`config.mk`:
```
export PLATFORM = sky130hd
export DESIGN_NAME = collision_sched
export DESIGN_NICKNAME = d
export VERILOG_FILES = /design/src/rtl/collision_sched.sv
export SDC_FILE = /design/constraint.sdc
export NUM_CORES = 1
export LEC_CHECK = 0
export BUFFER_PORTS_ARGS = -buffer_cell sky130_fd_sc_hd__clkbuf_2
export CORE_MARGIN = 3
export CORE_UTILIZATION = 32
export DETAILED_ROUTE_END_ITERATION = 10
export GPL_TIMING_DRIVEN = 1
export PLACE_DENSITY = 0.57
export SLEW_MARGIN = 20
export SYNTH_ARGS = -nofsm -noshare
export SYNTH_HDL_FRONTEND = slang
export SYNTH_SLANG_ARGS = --single-unit
```
`constraint.sdc`:
```
create_clock -name pclk -period 3 [get_ports pclk]
set_input_delay 0.15 -clock pclk [delete_from_list [all_inputs] [get_ports pclk]]
set_output_delay 0.15 -clock pclk [all_outputs]
set_load 0.03 [all_outputs]
```
`src/rtl/collision_sched.sv`:
```
// Per-frame collision scheduler: time-shares one checker across ghost slots, owns lives/invuln/game_over.
// Optional hit counter output enabled by COLLISION_SCHED_HIT_COUNT_EN.
module collision_sched #(
  parameter int unsigned N_GHOSTS      = 8,
  parameter int unsigned LIVES_INIT    = 3,
  parameter int unsigned INVULN_FRAMES = 60,
  parameter logic [9:0]  PARK_X        = 10'd1000,
  parameter logic [9:0]  PARK_Y        = 10'd1000
) (
  input  logic                     pclk,
  input  logic                     rst,
  input  logic                     frame_tick,
  input  logic                     restart,
  input  logic                     direction,
  input  logic [9:0]               y_x,
  input  logic [9:0]               y_y,
  input  logic [10*N_GHOSTS-1:0]   ghost_x_bus,
  input  logic [10*N_GHOSTS-1:0]   ghost_y_bus,
  input  logic [N_GHOSTS-1:0]      ghost_en,
  output logic                     chk_dir,
  output logic [9:0]               chk_y_x,
  output logic [9:0]               chk_y_y,
  output logic [9:0]               chk_g_x,
  output logic [9:0]               chk_g_y,
  input  logic                     chk_hit,
  output logic                     busy,
  output logic                     hit,
  output logic [3:0]               hit_idx,
  output logic [2:0]               lives,
  output logic                     invuln,
  output logic                     game_over,
`ifdef COLLISION_SCHED_HIT_COUNT_EN
  output logic [7:0]               hit_count,
`endif
  output logic                     frame_overrun
);

  localparam int unsigned CW = 10;
  localparam int unsigned GW = CW * N_GHOSTS;

  typedef enum logic [1:0] {IDLE, SCAN, RESOLVE} state_t;

  state_t                state_q;
  logic [3:0]            slot_q;
  logic                  found_q;
  logic [3:0]            found_idx_q;
  logic [GW-1:0]         gx_snap_q, gy_snap_q;
  logic [N_GHOSTS-1:0]   en_snap_q;
  logic [7:0]            invuln_cnt_q;
  logic                  chk_dir_q;
  logic [9:0]            chk_y_x_q, chk_y_y_q, chk_g_x_q, chk_g_y_q;
  logic                  busy_q, hit_q, invuln_q, game_over_q, frame_overrun_q;
  logic [3:0]            hit_idx_q;
  logic [2:0]            lives_q;
`ifdef COLLISION_SCHED_HIT_COUNT_EN
  logic [7:0]            hit_count_q;
`endif

  logic [4:0]            slot_nxt_c;
  logic [9:0]            nxt_gx_c, nxt_gy_c;
  logic                  en_cur_c;
  logic                  accept_c;

  // Next slot to present, and the enable of the slot currently being judged.
  always_comb begin
    slot_nxt_c = 5'(slot_q) + 5'd1;
    nxt_gx_c   = PARK_X;
    nxt_gy_c   = PARK_Y;
    en_cur_c   = 1'b0;
    for (int i = 0; i < N_GHOSTS; i++) begin
      if (5'(i) == slot_nxt_c && en_snap_q[i]) begin
        nxt_gx_c = gx_snap_q[CW*i +: CW];
        nxt_gy_c = gy_snap_q[CW*i +: CW];
      end
      if (4'(i) == slot_q) en_cur_c = en_snap_q[i];
    end
    accept_c = found_q && (invuln_cnt_q == 8'd0) && !game_over_q;
  end

  always_ff @(posedge pclk) begin
    if (rst) begin
      state_q         <= IDLE;
      slot_q          <= 4'd0;
      found_q         <= 1'b0;
      found_idx_q     <= 4'd0;
      gx_snap_q       <= '0;
      gy_snap_q       <= '0;
      en_snap_q       <= '0;
      invuln_cnt_q    <= 8'd0;
      chk_dir_q       <= 1'b0;
      chk_y_x_q       <= 10'd0;
      chk_y_y_q       <= 10'd0;
      chk_g_x_q       <= PARK_X;
      chk_g_y_q       <= PARK_Y;
      busy_q          <= 1'b0;
      hit_q           <= 1'b0;
      hit_idx_q       <= 4'd0;
      lives_q         <= 3'(LIVES_INIT);
      invuln_q        <= 1'b0;
      game_over_q     <= 1'b0;
      frame_overrun_q <= 1'b0;
`ifdef COLLISION_SCHED_HIT_COUNT_EN
      hit_count_q     <= 8'd0;
`endif
    end else begin
      hit_q           <= 1'b0;
      frame_overrun_q <= 1'b0;
      if (restart) begin
        // New game abandons any scan in flight.
        state_q      <= IDLE;
        busy_q       <= 1'b0;
        found_q      <= 1'b0;
        lives_q      <= 3'(LIVES_INIT);
        game_over_q  <= 1'b0;
        invuln_cnt_q <= 8'd0;
        invuln_q     <= 1'b0;
        chk_g_x_q    <= PARK_X;
        chk_g_y_q    <= PARK_Y;
`ifdef COLLISION_SCHED_HIT_COUNT_EN
        hit_count_q  <= 8'd0;
`endif
      end else begin
        if (frame_tick && busy_q) frame_overrun_q <= 1'b1;
        case (state_q)
          IDLE: begin
            if (frame_tick) begin
              gx_snap_q <= ghost_x_bus;
              gy_snap_q <= ghost_y_bus;
              en_snap_q <= ghost_en;
              chk_dir_q <= direction;
              chk_y_x_q <= y_x;
              chk_y_y_q <= y_y;
              chk_g_x_q <= ghost_en[0] ? ghost_x_bus[CW-1:0] : PARK_X;
              chk_g_y_q <= ghost_en[0] ? ghost_y_bus[CW-1:0] : PARK_Y;
              if (invuln_cnt_q != 8'd0) begin
                invuln_cnt_q <= invuln_cnt_q - 8'd1;
                invuln_q     <= (invuln_cnt_q > 8'd1);
              end
              slot_q  <= 4'd0;
              found_q <= 1'b0;
              busy_q  <= 1'b1;
              state_q <= SCAN;
            end
          end
          SCAN: begin
            // Lowest qualified slot wins; later hits never overwrite it.
            if (chk_hit && en_cur_c && !found_q) begin
              found_q     <= 1'b1;
              found_idx_q <= slot_q;
            end
            if (slot_q == 4'(N_GHOSTS - 1)) begin
              state_q <= RESOLVE;
            end else begin
              slot_q    <= slot_q + 4'd1;
              chk_g_x_q <= nxt_gx_c;
              chk_g_y_q <= nxt_gy_c;
            end
          end
          RESOLVE: begin
            if (accept_c) begin
              hit_q        <= 1'b1;
              hit_idx_q    <= found_idx_q;
              invuln_cnt_q <= 8'(INVULN_FRAMES);
              invuln_q     <= 1'b1;
              if (lives_q != 3'd0) lives_q <= lives_q - 3'd1;
              game_over_q  <= (lives_q <= 3'd1);
            end
`ifdef COLLISION_SCHED_HIT_COUNT_EN
            if (found_q && hit_count_q != 8'hFF) hit_count_q <= hit_count_q + 8'd1;
`endif
            busy_q    <= 1'b0;
            chk_g_x_q <= PARK_X;
            chk_g_y_q <= PARK_Y;
            state_q   <= IDLE;
          end
          default: state_q <= IDLE;
        endcase
      end
    end
  end

  assign chk_dir       = chk_dir_q;
  assign chk_y_x       = chk_y_x_q;
  assign chk_y_y       = chk_y_y_q;
  assign chk_g_x       = chk_g_x_q;
  assign chk_g_y       = chk_g_y_q;
  assign busy          = busy_q;
  assign hit           = hit_q;
  assign hit_idx       = hit_idx_q;
  assign lives         = lives_q;
  assign invuln        = invuln_q;
  assign game_over     = game_over_q;
  assign frame_overrun = frame_overrun_q;
`ifdef COLLISION_SCHED_HIT_COUNT_EN
  assign hit_count     = hit_count_q;
`endif

endmodule

```
==> summary.txt <==
Run status
  – Status: finished, final reports clean

Placement
  – Final HPWL DP: 28.9 mm
  – PortBufs: 246
  – Gpl congestion: 0.963

Detailed routing
  – Drt via density: 5.18
  – Final wirelength: 41.2 mm
  – First-pass iteration count of the detailed router: 5
  – Residual DRC count: 0
  – Via Count: 11.4k
  – Initial drt markers: 1006
  – Routed Antenna Nets: 0
  – Wire per inst: 18.8 um

Synthesis
  – FF+latch count, synth: 240
  – Post-Syn Area: 10500 um^2
  – Largest area contributor in the netlist: dfxtp_1
  – Ys flop type: dfxtp_1
  – Syn_nets: 1569
  – Post-synth top area share: 0.457
  – Seq/Total Area, Yosys: 0.457
  – Synth async-reset ratio: 0
  – Ys Warns: 0
  – Post-synthesis area per instance: 7.74 um^2
  – Cells after Synth: 1359
  – Ranking of synthesized cells by area: dfxtp_1 46%, nand2_1 15%, a21oi_1 11%, clkbuf_1 2.2%, ha_1 1.9%
  – Cell variety after synth: 57
  – Post-synth EDFFs: 0

Die
  – Initial Util: 0.329
  – Total core area: 32000 um^2
  – Die area: 35100 um^2
  – I/O pin count: 247
  – Die width: 187 um
  – Height of the chip: 187 um
  – Row cnt: 65

Power
  – Int Power: 6.25 mW
  – Switch share: 0.277
  – Combinational share of power: 0.182
  – Leakage dissipation: 5.83 nW
  – Power Total: 8.65 mW
  – Psw: 2.40 mW
  – Max rail drop VDD: 0.370 mV
  – Clk pwr share: 0.405
  – Pwr dens: 580 nW/um^2
  – Part of the power in registers: 0.413

Global route
  – Pin count of the biggest net entering global routing: 111
  – Number of antenna violations at the first check in global routing: 3
  – First-pass GRT wire length: 63.2 mm
  – Gr usage total: 0.225
  – Vias in the first global route: 11.1k
  – Global route overflow: 0

Timing
  – Worst slew margin: 0.406
  – Period minus WS final: 2.82 ns
  – Slew Limit Fails: 0
  – Hold Fails Final Rpt: 0
  – Tightest Pin Transition: 0.891 ns
  – Max Clock Skew: 0.0135 ns
  – Fmax: 0.355 GHz
  – Final number of setup-violating endpoints: 0
  – TNS Setup: 0 ns
  – Period utilisation layout: 0.940
  – RSZ-0062 raised after global routing: false

Layout
  – Multi-input gate area: 5220 um^2
  – Area Overhead vs Synth: 41.7%
  – Register area: 4800 um^2
  – Share of cells above drive strength 1: 0.186
  – FILL cells: 3088
  – Nets: 1951

Clocking
  – CTS H-tree lvls: 1
  – Clk_lat worst skew: 0.55 ns
  – Total CTS buffers: 27
  – Post-CTS Setup Inserts: 0
  – Clk sinks: 240
  – CTS tree: yes
  – Worst-path clk slew: 0.06 ns
  – Clock root cell: clkbuf_16
  – Max clock buf depth: 3

Critical path
  – Max incr delay on CP: 0.50 ns
  – CP Cell Sequence: inv_1, ha_1, and2_1, nor2_1, a22o_1, o32ai_1, o21ai_1, a211o_1
  – Crit Path Category: register to register
  – Cell family with most CP delay: compound AO/OA/AOI/OAI gates
  – CP Max Fanout: 14
  – Crit path DAT: 3.25 ns
  – Crit-path slowest cell: and2_1
  – Worst Path Required: 3.43 ns
  – Worst path bufs/invs: 1
  – Critical Path Start Type: register
  – CP endpoint kind: register

Flow run
  – Max cap viols: 0

Hold path
  – Worst hold path type: primary input to register
cell usage after synthesis, types with 10 or more instances:
master,number
a21oi_1,240
buf_2,38
nor2_1,43
a22o_1,11
dfxtp_1,240
inv_1,10
clkbuf_1,61
o21ai_1,20
nand3_1,10
nand2_1,421
ha_1,16
o22ai_1,16
or3_1,10
o21ai_0,34
o32ai_1,19
o221ai_1,12
a211o_1,12
nor3_1,18
a31oi_1,13
a221oi_1,17
registers in the layout, summed over array words and instances (netlist names), 3 cells and up:
signal	cells
en_snap_q	8
chk_y_y	10
lives	3
chk_y_x	10
gx_snap_q	80
hit_idx	4
chk_g_x	10
found_idx_q	4
chk_g_y	10
gy_snap_q	80
invuln_cnt_q	8
slot_q	4
worst paths after layout:
path	from	to	slack, ns	cells past startpoint
setup / recovery	slot_q[0]	chk_g_x[3]	0.18	8
hold / removal	chk_hit	found_q	0.03	4
setup reg to reg	slot_q[0]	chk_g_x[3]	0.18	8
hold reg to reg	gy_snap_q[55]	gy_snap_q[55]	0.46	2
layout by cell type (no fill, tap or decap), types with 16 or more instances in the layout:
| master | instances |
|---|---|
| clkbuf_2 | 245 |
| o21ai_1 | 20 |
| o21ai_0 | 34 |
| a21oi_1 | 239 |
| a221oi_1 | 17 |
| ha_1 | 16 |
| nor3_1 | 17 |
| o32ai_1 | 19 |
| buf_4 | 17 |
| o22ai_1 | 16 |
| dfxtp_1 | 240 |
| nor2_1 | 42 |
| dlygate4sd3_1 | 191 |
| nand2_1 | 421 |
| clkbuf_16 | 27 |
power by group through the flow:
stage | combinational (mW) | clock (mW) | sequential (mW)
6_report | 1.57 | 3.51 | 3.57
5_1_grt | 1.74 | 3.67 | 3.59
4_1_cts | 1.55 | 3.55 | 3.57
3_5_place_dp | 1.34 | 0 | 3.64
3_3_place_gp | 1.33 | 0 | 3.64
2_1_floorplan | 0.915 | 0 | 3.63
repair_timing:
item	in CTS	in global routing
hold endpoints to repair	196	0
hold buffers	191	0
endpoints found under the setup margin	0	1
gates resized for setup	0	1
cell type report:
type | instances | area share
inverter | 11 | 0.00277
clock inverter | 11 | 0.0123
tap | 435 | 0.0365
clock buffer | 37 | 0.0499
multi-input combinational | 1003 | 0.350
antenna | 3 | 0.000504
sequential | 240 | 0.322
timing repair buffer | 458 | 0.225
layer usage:
metal | track usage | up-vias | part of all wire
met1 | 0.292 | 5341 | 0.41
li1 | - | 5477 | -
met2 | 0.379 | 461 | 0.48
met3 | 0.0305 | 98 | 0.062
met5 | 0 | - | 0
met4 | 0.0869 | 0 | 0.044
stage by stage:
| step | worst slack, ns | std cells | hold WS, ns | util | instance area [um^2] |
|---|---|---|---|---|---|
| 2_1_floorplan | 0.849 | 1359 | 0.286 | - | 10500 |
| 3_3_place_gp | 0.313 | 1956 | 0.372 | 0.377 | 12000 |
| 3_5_place_dp | 0.279 | 1956 | 0.378 | 0.377 | 12100 |
| 4_1_cts | 0.273 | 2195 | 0.0156 | 0.466 | 14900 |
| 5_1_grt | 0.0368 | 2198 | 0.0520 | 0.466 | 14900 |
| 6_report | 0.181 | 2198 | 0.0272 | 0.466 | 14900 |
worst min-delay path, cell delays in order:
cell and delay, ns:
clkbuf_2 0.09, nand2_1 0.05, a21oi_1 0.04, o211a_1 0.19
logic make-up (layout without fill, tap and decap cells):
logic type | after synthesis | after routing | share of synthesized area
and+or+nand+nor | 547 | 547 | 0.216
AOI/OAI and AO/OA | 426 | 426 | 0.246
other | 0 | 3 | 0
DFF | 240 | 240 | 0.457
muxes | 8 | 8 | 0.00773
buffers and inverters | 116 | 517 | 0.0488
adders and majority gates | 16 | 16 | 0.0190
xor gates and xnor gates | 6 | 6 | 0.00500
Note: power is estimated with default switching activity, not from simulation.
